==> src/rtl/quad_pkg.sv <==
// -----------------------------------------------------------------------------
// quad_pkg
// Shared definitions for the quadrature step encoder and its decoder
// counterpart. It holds the controller state encoding, the four quadrature
// codes {a,b}, and a helper that maps a phase index and a direction to a code.
// No ports (package).
// -----------------------------------------------------------------------------
package quad_pkg;

   typedef enum logic [1:0] {
      ST_IDLE = 2'd0,
      ST_RUN  = 2'd1,
      ST_GAP  = 2'd2
   } quad_state_e;

   // Quadrature codes, written as {a,b}
   localparam logic [1:0] REST   = 2'b00;
   localparam logic [1:0] A_ONLY = 2'b10;
   localparam logic [1:0] BOTH   = 2'b11;
   localparam logic [1:0] B_ONLY = 2'b01;

   // Phase 0 is the rest code. Phases 1..3 walk the Gray cycle in the
   // requested direction: up = a leads b, down = b leads a.
   function automatic logic [1:0] quad_code(input logic [1:0] phase,
                                            input logic       up);
      logic [1:0] code;
      case (phase)
         2'd0:    code = REST;
         2'd1:    code = up ? A_ONLY : B_ONLY;
         2'd2:    code = BOTH;
         2'd3:    code = up ? B_ONLY : A_ONLY;
         default: code = REST;
      endcase
      return code;
   endfunction

endpackage

==> src/rtl/phase_timer.sv <==
// -----------------------------------------------------------------------------
// phase_timer
// Free-running PHASE_TICKS down-counter that paces the quadrature phases.
// tick is high in the cycle where the count has reached zero. The counter
// reloads on that tick, so consecutive ticks are PHASE_TICKS cycles apart.
// Asserting load restarts a full period, so the next tick comes exactly
// PHASE_TICKS edges after the loading edge.
//   clk  : clock, rising edge
//   rst  : asynchronous active-high reset (count cleared to zero)
//   load : restart the period on this edge
//   tick : period elapsed (combinational decode of the count register)
// -----------------------------------------------------------------------------
module phase_timer #(
   parameter int PHASE_TICKS = 4
) (
   input  logic clk,
   input  logic rst,
   input  logic load,
   output logic tick
);

   localparam int TW = (PHASE_TICKS > 1) ? $clog2(PHASE_TICKS) : 1;
   localparam logic [TW-1:0] RELOAD = TW'(PHASE_TICKS - 1);
   localparam logic [TW-1:0] ZERO   = {TW{1'b0}};
   localparam logic [TW-1:0] ONE    = TW'(1);

   logic [TW-1:0] cnt_r;

   assign tick = (cnt_r == ZERO);

   // Down-count with reload on expiry or explicit restart
   always_ff @(posedge clk or posedge rst) begin
      if (rst) begin
         cnt_r <= ZERO;
      end else if (load || (cnt_r == ZERO)) begin
         cnt_r <= RELOAD;
      end else begin
         cnt_r <= cnt_r - ONE;
      end
   end

endmodule

==> src/rtl/quad_step_encoder.sv <==
// -----------------------------------------------------------------------------
// quad_step_encoder
// Emits a burst of quadrature detents on a,b in response to a command. Each
// detent is four Gray transitions that end at the rest code 00. Transitions
// are PHASE_TICKS cycles apart. After the last detent the outputs stay at rest
// for one more PHASE_TICKS gap before a new command can be accepted.
//   clk        : clock, rising edge
//   rst        : asynchronous active-high reset
//   cmd_valid  : command present
//   cmd_up     : 1 = up (a leads b), 0 = down (b leads a)
//   cmd_count  : number of detents to emit
//   cmd_ready  : ready to accept a command (IDLE only)
//   a, b       : quadrature outputs, registered
//   busy       : command in progress, trailing gap included
//   done       : one-cycle pulse on completion
//   steps_left : detents remaining, including the one in progress
// -----------------------------------------------------------------------------
module quad_step_encoder
   import quad_pkg::*;
#(
   parameter int PHASE_TICKS = 4,
   parameter int CNT_W       = 8
) (
   input  logic             clk,
   input  logic             rst,
   input  logic             cmd_valid,
   input  logic             cmd_up,
   input  logic [CNT_W-1:0] cmd_count,
   output logic             cmd_ready,
   output logic             a,
   output logic             b,
   output logic             busy,
   output logic             done,
   output logic [CNT_W-1:0] steps_left
);

   localparam logic [CNT_W-1:0] CNT_ZERO = {CNT_W{1'b0}};
   localparam logic [CNT_W-1:0] CNT_ONE  = CNT_W'(1'b1);

   quad_state_e      state_r, state_s;
   logic [1:0]       phase_r, phase_s;
   logic             up_r, up_s;
   logic [CNT_W-1:0] steps_r, steps_s;
   logic             a_r, b_r;
   logic             done_r, done_s;
   logic             busy_r, ready_r;
   logic             load_s;
   logic             tick_s;
   logic [1:0]       ab_s;

   phase_timer #(
      .PHASE_TICKS (PHASE_TICKS)
   ) u_phase_timer (
      .clk  (clk),
      .rst  (rst),
      .load (load_s),
      .tick (tick_s)
   );

   // Next-state, latched command and next quadrature code
   always_comb begin
      state_s = state_r;
      phase_s = phase_r;
      up_s    = up_r;
      steps_s = steps_r;
      done_s  = 1'b0;
      load_s  = 1'b0;
      case (state_r)
         ST_IDLE: begin
            if (cmd_valid) begin
               up_s    = cmd_up;
               steps_s = cmd_count;
               load_s  = 1'b1;
               // An empty command completes at once without moving a,b
               if (cmd_count == CNT_ZERO) begin
                  done_s = 1'b1;
               end else begin
                  state_s = ST_RUN;
               end
            end else begin
               state_s = ST_IDLE;
            end
         end
         ST_RUN: begin
            if (tick_s) begin
               phase_s = phase_r + 2'd1;
               // Phase 3 -> 0 is the return to rest that closes a detent
               if (phase_r == 2'd3) begin
                  steps_s = steps_r - CNT_ONE;
                  if (steps_r == CNT_ONE) begin
                     done_s  = 1'b1;
                     state_s = ST_GAP;
                  end else begin
                     state_s = ST_RUN;
                  end
               end else begin
                  state_s = ST_RUN;
               end
            end else begin
               state_s = ST_RUN;
            end
         end
         ST_GAP: begin
            if (tick_s) begin
               state_s = ST_IDLE;
            end else begin
               state_s = ST_GAP;
            end
         end
         default: begin
            state_s = ST_IDLE;
            phase_s = 2'd0;
         end
      endcase
      ab_s = quad_code(phase_s, up_s);
   end

   // Controller state and registered outputs
   always_ff @(posedge clk or posedge rst) begin
      if (rst) begin
         state_r <= ST_IDLE;
         phase_r <= 2'd0;
         up_r    <= 1'b0;
         steps_r <= CNT_ZERO;
         a_r     <= 1'b0;
         b_r     <= 1'b0;
         done_r  <= 1'b0;
         busy_r  <= 1'b0;
         ready_r <= 1'b1;
      end else begin
         state_r <= state_s;
         phase_r <= phase_s;
         up_r    <= up_s;
         steps_r <= steps_s;
         a_r     <= ab_s[1];
         b_r     <= ab_s[0];
         done_r  <= done_s;
         busy_r  <= (state_s != ST_IDLE);
         ready_r <= (state_s == ST_IDLE);
      end
   end

   assign cmd_ready  = ready_r;
   assign a          = a_r;
   assign b          = b_r;
   assign busy       = busy_r;
   assign done       = done_r;
   assign steps_left = steps_r;

endmodule

==> config.mk <==
export PLATFORM = sky130hd
export DESIGN_NAME = quad_step_encoder
export DESIGN_NICKNAME = d
export VERILOG_FILES = /design/src/rtl/quad_pkg.sv /design/src/rtl/phase_timer.sv /design/src/rtl/quad_step_encoder.sv
export SDC_FILE = /design/constraint.sdc
export NUM_CORES = 1
export LEC_CHECK = 0
export BUFFER_PORTS_ARGS = -buffer_cell sky130_fd_sc_hd__buf_2
export CAP_MARGIN = 0
export CORE_AREA = 2 2 68 54
export CTS_CLUSTER_DIAMETER = 100
export DETAILED_ROUTE_END_ITERATION = 7
export DIE_AREA = 0 0 70 56
export PLACE_DENSITY = 0.5
export SLEW_MARGIN = 10
export SYNTH_ARGS = -nofsm -noshare
export SYNTH_HDL_FRONTEND = slang
export SYNTH_SLANG_ARGS = --single-unit
==> constraint.sdc <==
create_clock -name clk -period 1.9 [get_ports clk]
set_clock_uncertainty 0.15 [all_clocks]
set_input_delay 0.38 -clock clk [delete_from_list [all_inputs] [get_ports clk]]
set_output_delay 0.38 -clock clk [all_outputs]
set_load 0.02 [all_outputs]
After elaboration in Yosys (flattened, before gate mapping)
Index checks and enable logic that the tools add are counted.
{ "totals": {"regBits": 20, "input_bits": 12, "output_inout_bits": 13, "wordCells": 60} }
{ "op_classes": {"n_addsub": 3, "n_eq_ne": 10, "n_mux": 27, "n_reduce_logical": 10} }
{ "ops": {"columns": ["cell", "count"], "rows": [
  ["$mux W8", 3],
  ["$mux W2", 10],
  ["$pmux W8 S2", 1],
  ["$mux W1", 9],
  ["$eq A2 B2 Y1 const B", 4],
  ["$eq A8 B1 Y1 const B", 1],
  ["$logic_not A2 Y1", 4],
  ["$logic_not A8 Y1", 1],
  ["$pmux W2 S4", 1],
  ["$sub A8 B1 Y8 const B", 1],
  ["$ne A2 B2 Y1 const B", 3],
  ["$pmux W2 S3", 1],
  ["$eq A2 B1 Y1 const B", 2],
  ["$pmux W2 S2", 1],
  ["$reduce_and A4 Y1", 1],
  ["$reduce_bool A2 Y1", 2],
  ["$add A2 B1 Y2 const B", 1],
  ["$pmux W1 S2", 1],
  ["$reduce_or A2 Y1", 1],
  ["$sub A2 B1 Y2 const B", 1],
  ["$logic_or A1 B1 Y1", 1]
]} }

Logic depth before layout (Yosys ltp)
{ "logic_depth": {"depth_word": 6, "mapped_depth": 7, "mapped_depth_nobuf": 7} }

Hierarchy
A second synthesis with hierarchy kept.
{ "hier_totals": {"hier_cells": 112, "area_unflattened_um2": 1106.1} }
{ "modules_own_cells": {"columns": ["mod", "instances", "cells_each", "area_each_um2", "seq_area_each_um2"], "rows": [
  ["quad_step_encoder", 1, 104, 1014.7, 451.7],
  ["phase_timer", 1, 8, 91.3, 50.0]
]} }

Worst setup path after synthesis
OpenSTA, ideal clock, no wires.
{ "synth_timing": {"path_type": "reg2reg", "start": "register steps_r[1], in the netlist steps_left[1]", "end": "register busy_r, in the netlist busy", "setup_ps": 131, "arrival_time_ps": 1591, "required_ps": 1619, "slack_ps": 27, "stages_incl_launch_ff": 7, "path_buffers": 0, "synth_period_minus_slack_ps": 1873, "path_cell_list": "dfrtp_1 > inv_1 > ha_1 > nor4bb_1 > nand3_1 > o21a_1 > or3_1"} }
{ "synth_between": {"elab_chain_cells": 6} }
{ "synth_lines": {"columns": ["item", "line_no", "source"], "rows": [
  ["from (decl)", "quad_step_encoder.sv:43", "logic [CNT_W-1:0] steps_r, steps_s;"],
  ["from (signal assigned)", "quad_step_encoder.sv:134", "steps_r <= steps_s;"],
  ["$eq A8 B1 Y1", "quad_step_encoder.sv:90", "if (steps_r == CNT_ONE) begin"],
  ["$mux W2", "quad_step_encoder.sv:90", null],
  ["$mux W2", "quad_step_encoder.sv:88", "if (phase_r == 2'd3) begin"],
  ["$mux W2", "quad_step_encoder.sv:85", "if (tick_s) begin"],
  ["$pmux W2 S3", "quad_step_encoder.sv:68", "case (state_r)"],
  ["$reduce_bool A2 Y1", "quad_step_encoder.sv:138", "busy_r <= (state_s != ST_IDLE);"],
  ["to (signal assigned)", "quad_step_encoder.sv:138", null],
  ["to (decl)", "quad_step_encoder.sv:46", "logic busy_r, ready_r;"]
]} }
No other way between the ends.
A chain may end at the register's enable or synchronous reset.

Worst setup path in the final report
{ "layout_timing": {"start": "register phase_r[0]", "end": "register busy_r, in the netlist busy"} }
{ "layout_between": {"elab_chain_cells": 5} }
{ "layout_lines": {"columns": ["item", "line_no", "source"], "rows": [
  ["from (decl)", "quad_step_encoder.sv:41", "logic [1:0] phase_r, phase_s;"],
  ["from (signal assigned)", "quad_step_encoder.sv:132", "phase_r <= phase_s;"],
  ["$eq A2 B2 Y1", "quad_step_encoder.sv:88", null],
  ["$mux W2", "quad_step_encoder.sv:88", null],
  ["$mux W2", "quad_step_encoder.sv:85", null],
  ["$pmux W2 S3", "quad_step_encoder.sv:68", null],
  ["$reduce_bool A2 Y1", "quad_step_encoder.sv:138", null]
]} }
No other way between the ends.

==> results.md <==
* Detailed-route DRC error count at 0
* Largest net degree at the start of global routing at 21
* Least-Margin Pin Slew at 0.470 ns
* Core ar. at 0.00320 sq mm
* Setup Viol. Count Final at 0
* Fill cells at 329
* Number of I/O pins at 25
* Minimum clock period at 1.81 ns
* Pleak at 0.653 nW
* Async S/R FF share, synth at 100%
* DP Cell Count at 184
* Die Y at 56 um
* Max VDD drop at 0.705 mV
* Post-CTS Setup Bufs at 0
* Routability-driven placement congestion ratio at 0.823
* 1st-iter DRT viols at 67
* Area delta synth->final at 31.4%
* Yosys reg bits at 20
* Layout cells sized above 1 at 31.5%
* Post-synthesis sequential area ratio at 46.5%
* Hold WC Path Type: primary input to flip-flop
* NumNets Final at 167
* Die X at 70 um
* Period utilization at 95.4%
* Vias at 936
* Critical-path maximum fanout at 4
* Length in cells of the worst reg-to-reg path at 5
* Critical Path RT at 1.89 ns
* Synth Warn # at 0
* Ant diodes at 0
* Mapped Nets at 128
* CP cell instances: ha_4, nor4bb_4, nand3_1, o21a_1, or3_1
* Ys flop type: dfrtp_1
* Critical Path Max Stage Delay at 0.43 ns
* Vias in the first global route at 903
* Number of core rows at 18
* Fin cells at 189
* Die area at 0.00392 sq mm
* CTS tree: yes
* Worst Setup End Kind: flip-flop
* First-pass GRT wire length at 4320 um
* Post-synth EDFFs at 0
* GR Overflow Total at 0
* Clk slew on worst S/H paths at 0.08 ns
* DR WL/cell at 13.5 um
* Clock Latency Late Sink at 0.26 ns
* Final antenna-violating net count at 0
* Total negative slack at 0 ns
* Starting Density at 33.8%
* Pwr Density at 1740 mW/mm^2
* RSZ-0062 raised after global routing: no
* Crit Path Category: flip-flop to flip-flop
* Routed wire length at 2550 um
* H-tree depth at 1
* Drt first pass iters at 4
* Most frequent cells in the layout: buf_2, dfrtp_1, nor2_1, buf_4, o21ai_0
* Vias per std cell at 4.95
* Maximum buffer depth of the clock tree at 2
* Clock Sinks at 20
* Synth Cell Area at 0.00108 sq mm
* Initial antenna violation count at 0
* Worst EP arrival at 1.80 ns
* Hpwl dp at 1960 um
* Max cap viols at 0
* Hold Path Cell Cnt at 3
* Slowest-stage cell, CP: dfrtp_1
* Footprint of the multi-input gates at 558 sq um
* IO Port Bufs at 24
* Syn Inst Count at 111
* Fmax at 0.551 GHz
* Worst reg2reg setup slack at 0.09 ns
* Outcome: completed
* Worst rel slew slack at 68.4%
* Commonest non-fill, non-tap cell in the layout: buf_2
* Sequential cell area at 502 sq um
* Clock root buffer: clkbuf_8
* Syn_area_per_cell at 9.73 sq um
* Yosys cell types at 36
* Final Slew Violations at 0
* Overall routing resource usage at 13.7%
* Type of element launching the critical path: flip-flop
* CTS buffer count at 3
* Final hold violations at 0
-- worst paths after layout --
path	from	end
worst max register to register	phase_r[0]	busy
max in group asynchronous	rst	cmd_ready
min in group asynchronous	rst	steps_left[2]
worst min-delay path	cmd_up	up_r
worst min register to register	u_phase_timer.cnt_r[0]	u_phase_timer.cnt_r[0]
worst max-delay path	phase_r[0]	busy
-- power breakdown --
group	internal (W)	leakage (nW)	switching, W
registers	0.000623	0.238	0.000164
logic	0.000594	0.385	0.000769
clock network	0.000184	0.0288	0.000135
-- logic make-up (layout without fill, tap and decap cells) --
logic type / count (synthesis) / count (layout) / synth area share [%]
compound gates: 30 / 30 / 18.5
fa+ha+maj: 5 / 5 / 5.79
xor+xnor: 2 / 2 / 1.62
flops: 20 / 20 / 46.5
simple gates: 41 / 41 / 22.2
buf+inv: 12 / 50 / 4.40
mux: 1 / 1 / 0.927
-- synthesized netlist by cell type (2+ instances only) --
| master | count | area [sq um] |
|---|---|---|
| nor3_1 | 3 | 15.0 |
| nand3_1 | 2 | 10.0 |
| o21ai_0 | 11 | 55.1 |
| inv_1 | 9 | 33.8 |
| nor4_1 | 2 | 12.5 |
| a31oi_1 | 2 | 12.5 |
| nor3b_1 | 3 | 22.5 |
| buf_2 | 2 | 10.0 |
| nor2b_1 | 2 | 12.5 |
| nand2_1 | 6 | 22.5 |
| xnor2_1 | 2 | 17.5 |
| nor2_1 | 12 | 45.0 |
| or3_1 | 2 | 12.5 |
| o22a_1 | 2 | 17.5 |
| a21oi_1 | 8 | 40.0 |
| ha_1 | 5 | 62.6 |
| dfrtp_1 | 19 | 475 |
-- per-layer routing --
| metal | track usage (%) | wire length (um) |
|---|---|---|
| met4 | 2.47 | 13 |
| met5 | 0 | 0 |
| met2 | 18.4 | 1070 |
| met1 | 21.0 | 1280 |
| met3 | 4.89 | 186 |
-- flip-flops by register name, summed over array words and instances (netlist names), 2 cells and up --
signal and count:
phase_r 2, state_r 2, steps_left 8, u_phase_timer.cnt_r 2
-- metrics by stage --
step / hold slack, ns / power (W) / setup WS, ns / utilization (%) / area [sq um]
finish: 0.232 / 0.00247 / 0.0866 / 44.4 / 1420
global route: 0.252 / 0.00269 / 0.00345 / 44.4 / 1420
CTS: 0.225 / 0.00244 / 0.00896 / 43.5 / 1390
detailed placement: 0.273 / 0.00211 / 0.0286 / 41.5 / 1330
global placement: 0.266 / 0.00210 / 0.0956 / 41.5 / 1330
floorplan: 0.193 / 0.00163 / 0.0275 / - / 1080
-- critical path, delay by kind of cell, from the launching register on --
| kind | cells | cell delay [ns] |
|---|---|---|
| and+or+nand+nor | 3 | 0.75 |
| AOI/OAI and AO/OA | 1 | 0.20 |
| DFF | 1 | 0.43 |
| adders and majority gates | 1 | 0.17 |
-- layout make-up --
cell class | instances | share of cell area [%]
Clock buffer | 4 | 3.88
Inverter | 9 | 2.38
Timing Repair Buffer | 37 | 15.5
Multi-Input combinational cell | 79 | 39.3
Sequential cell | 20 | 35.4
Tap cell | 40 | 3.53
-- timing repair --
action / in CTS / in global routing
hold endpoints to repair: 19 / 0
hold buffers: 1 / 0
endpoints found under the setup margin: 0 / 1
resized for setup: 0 / 4
(Power assumes the default switching activity.)
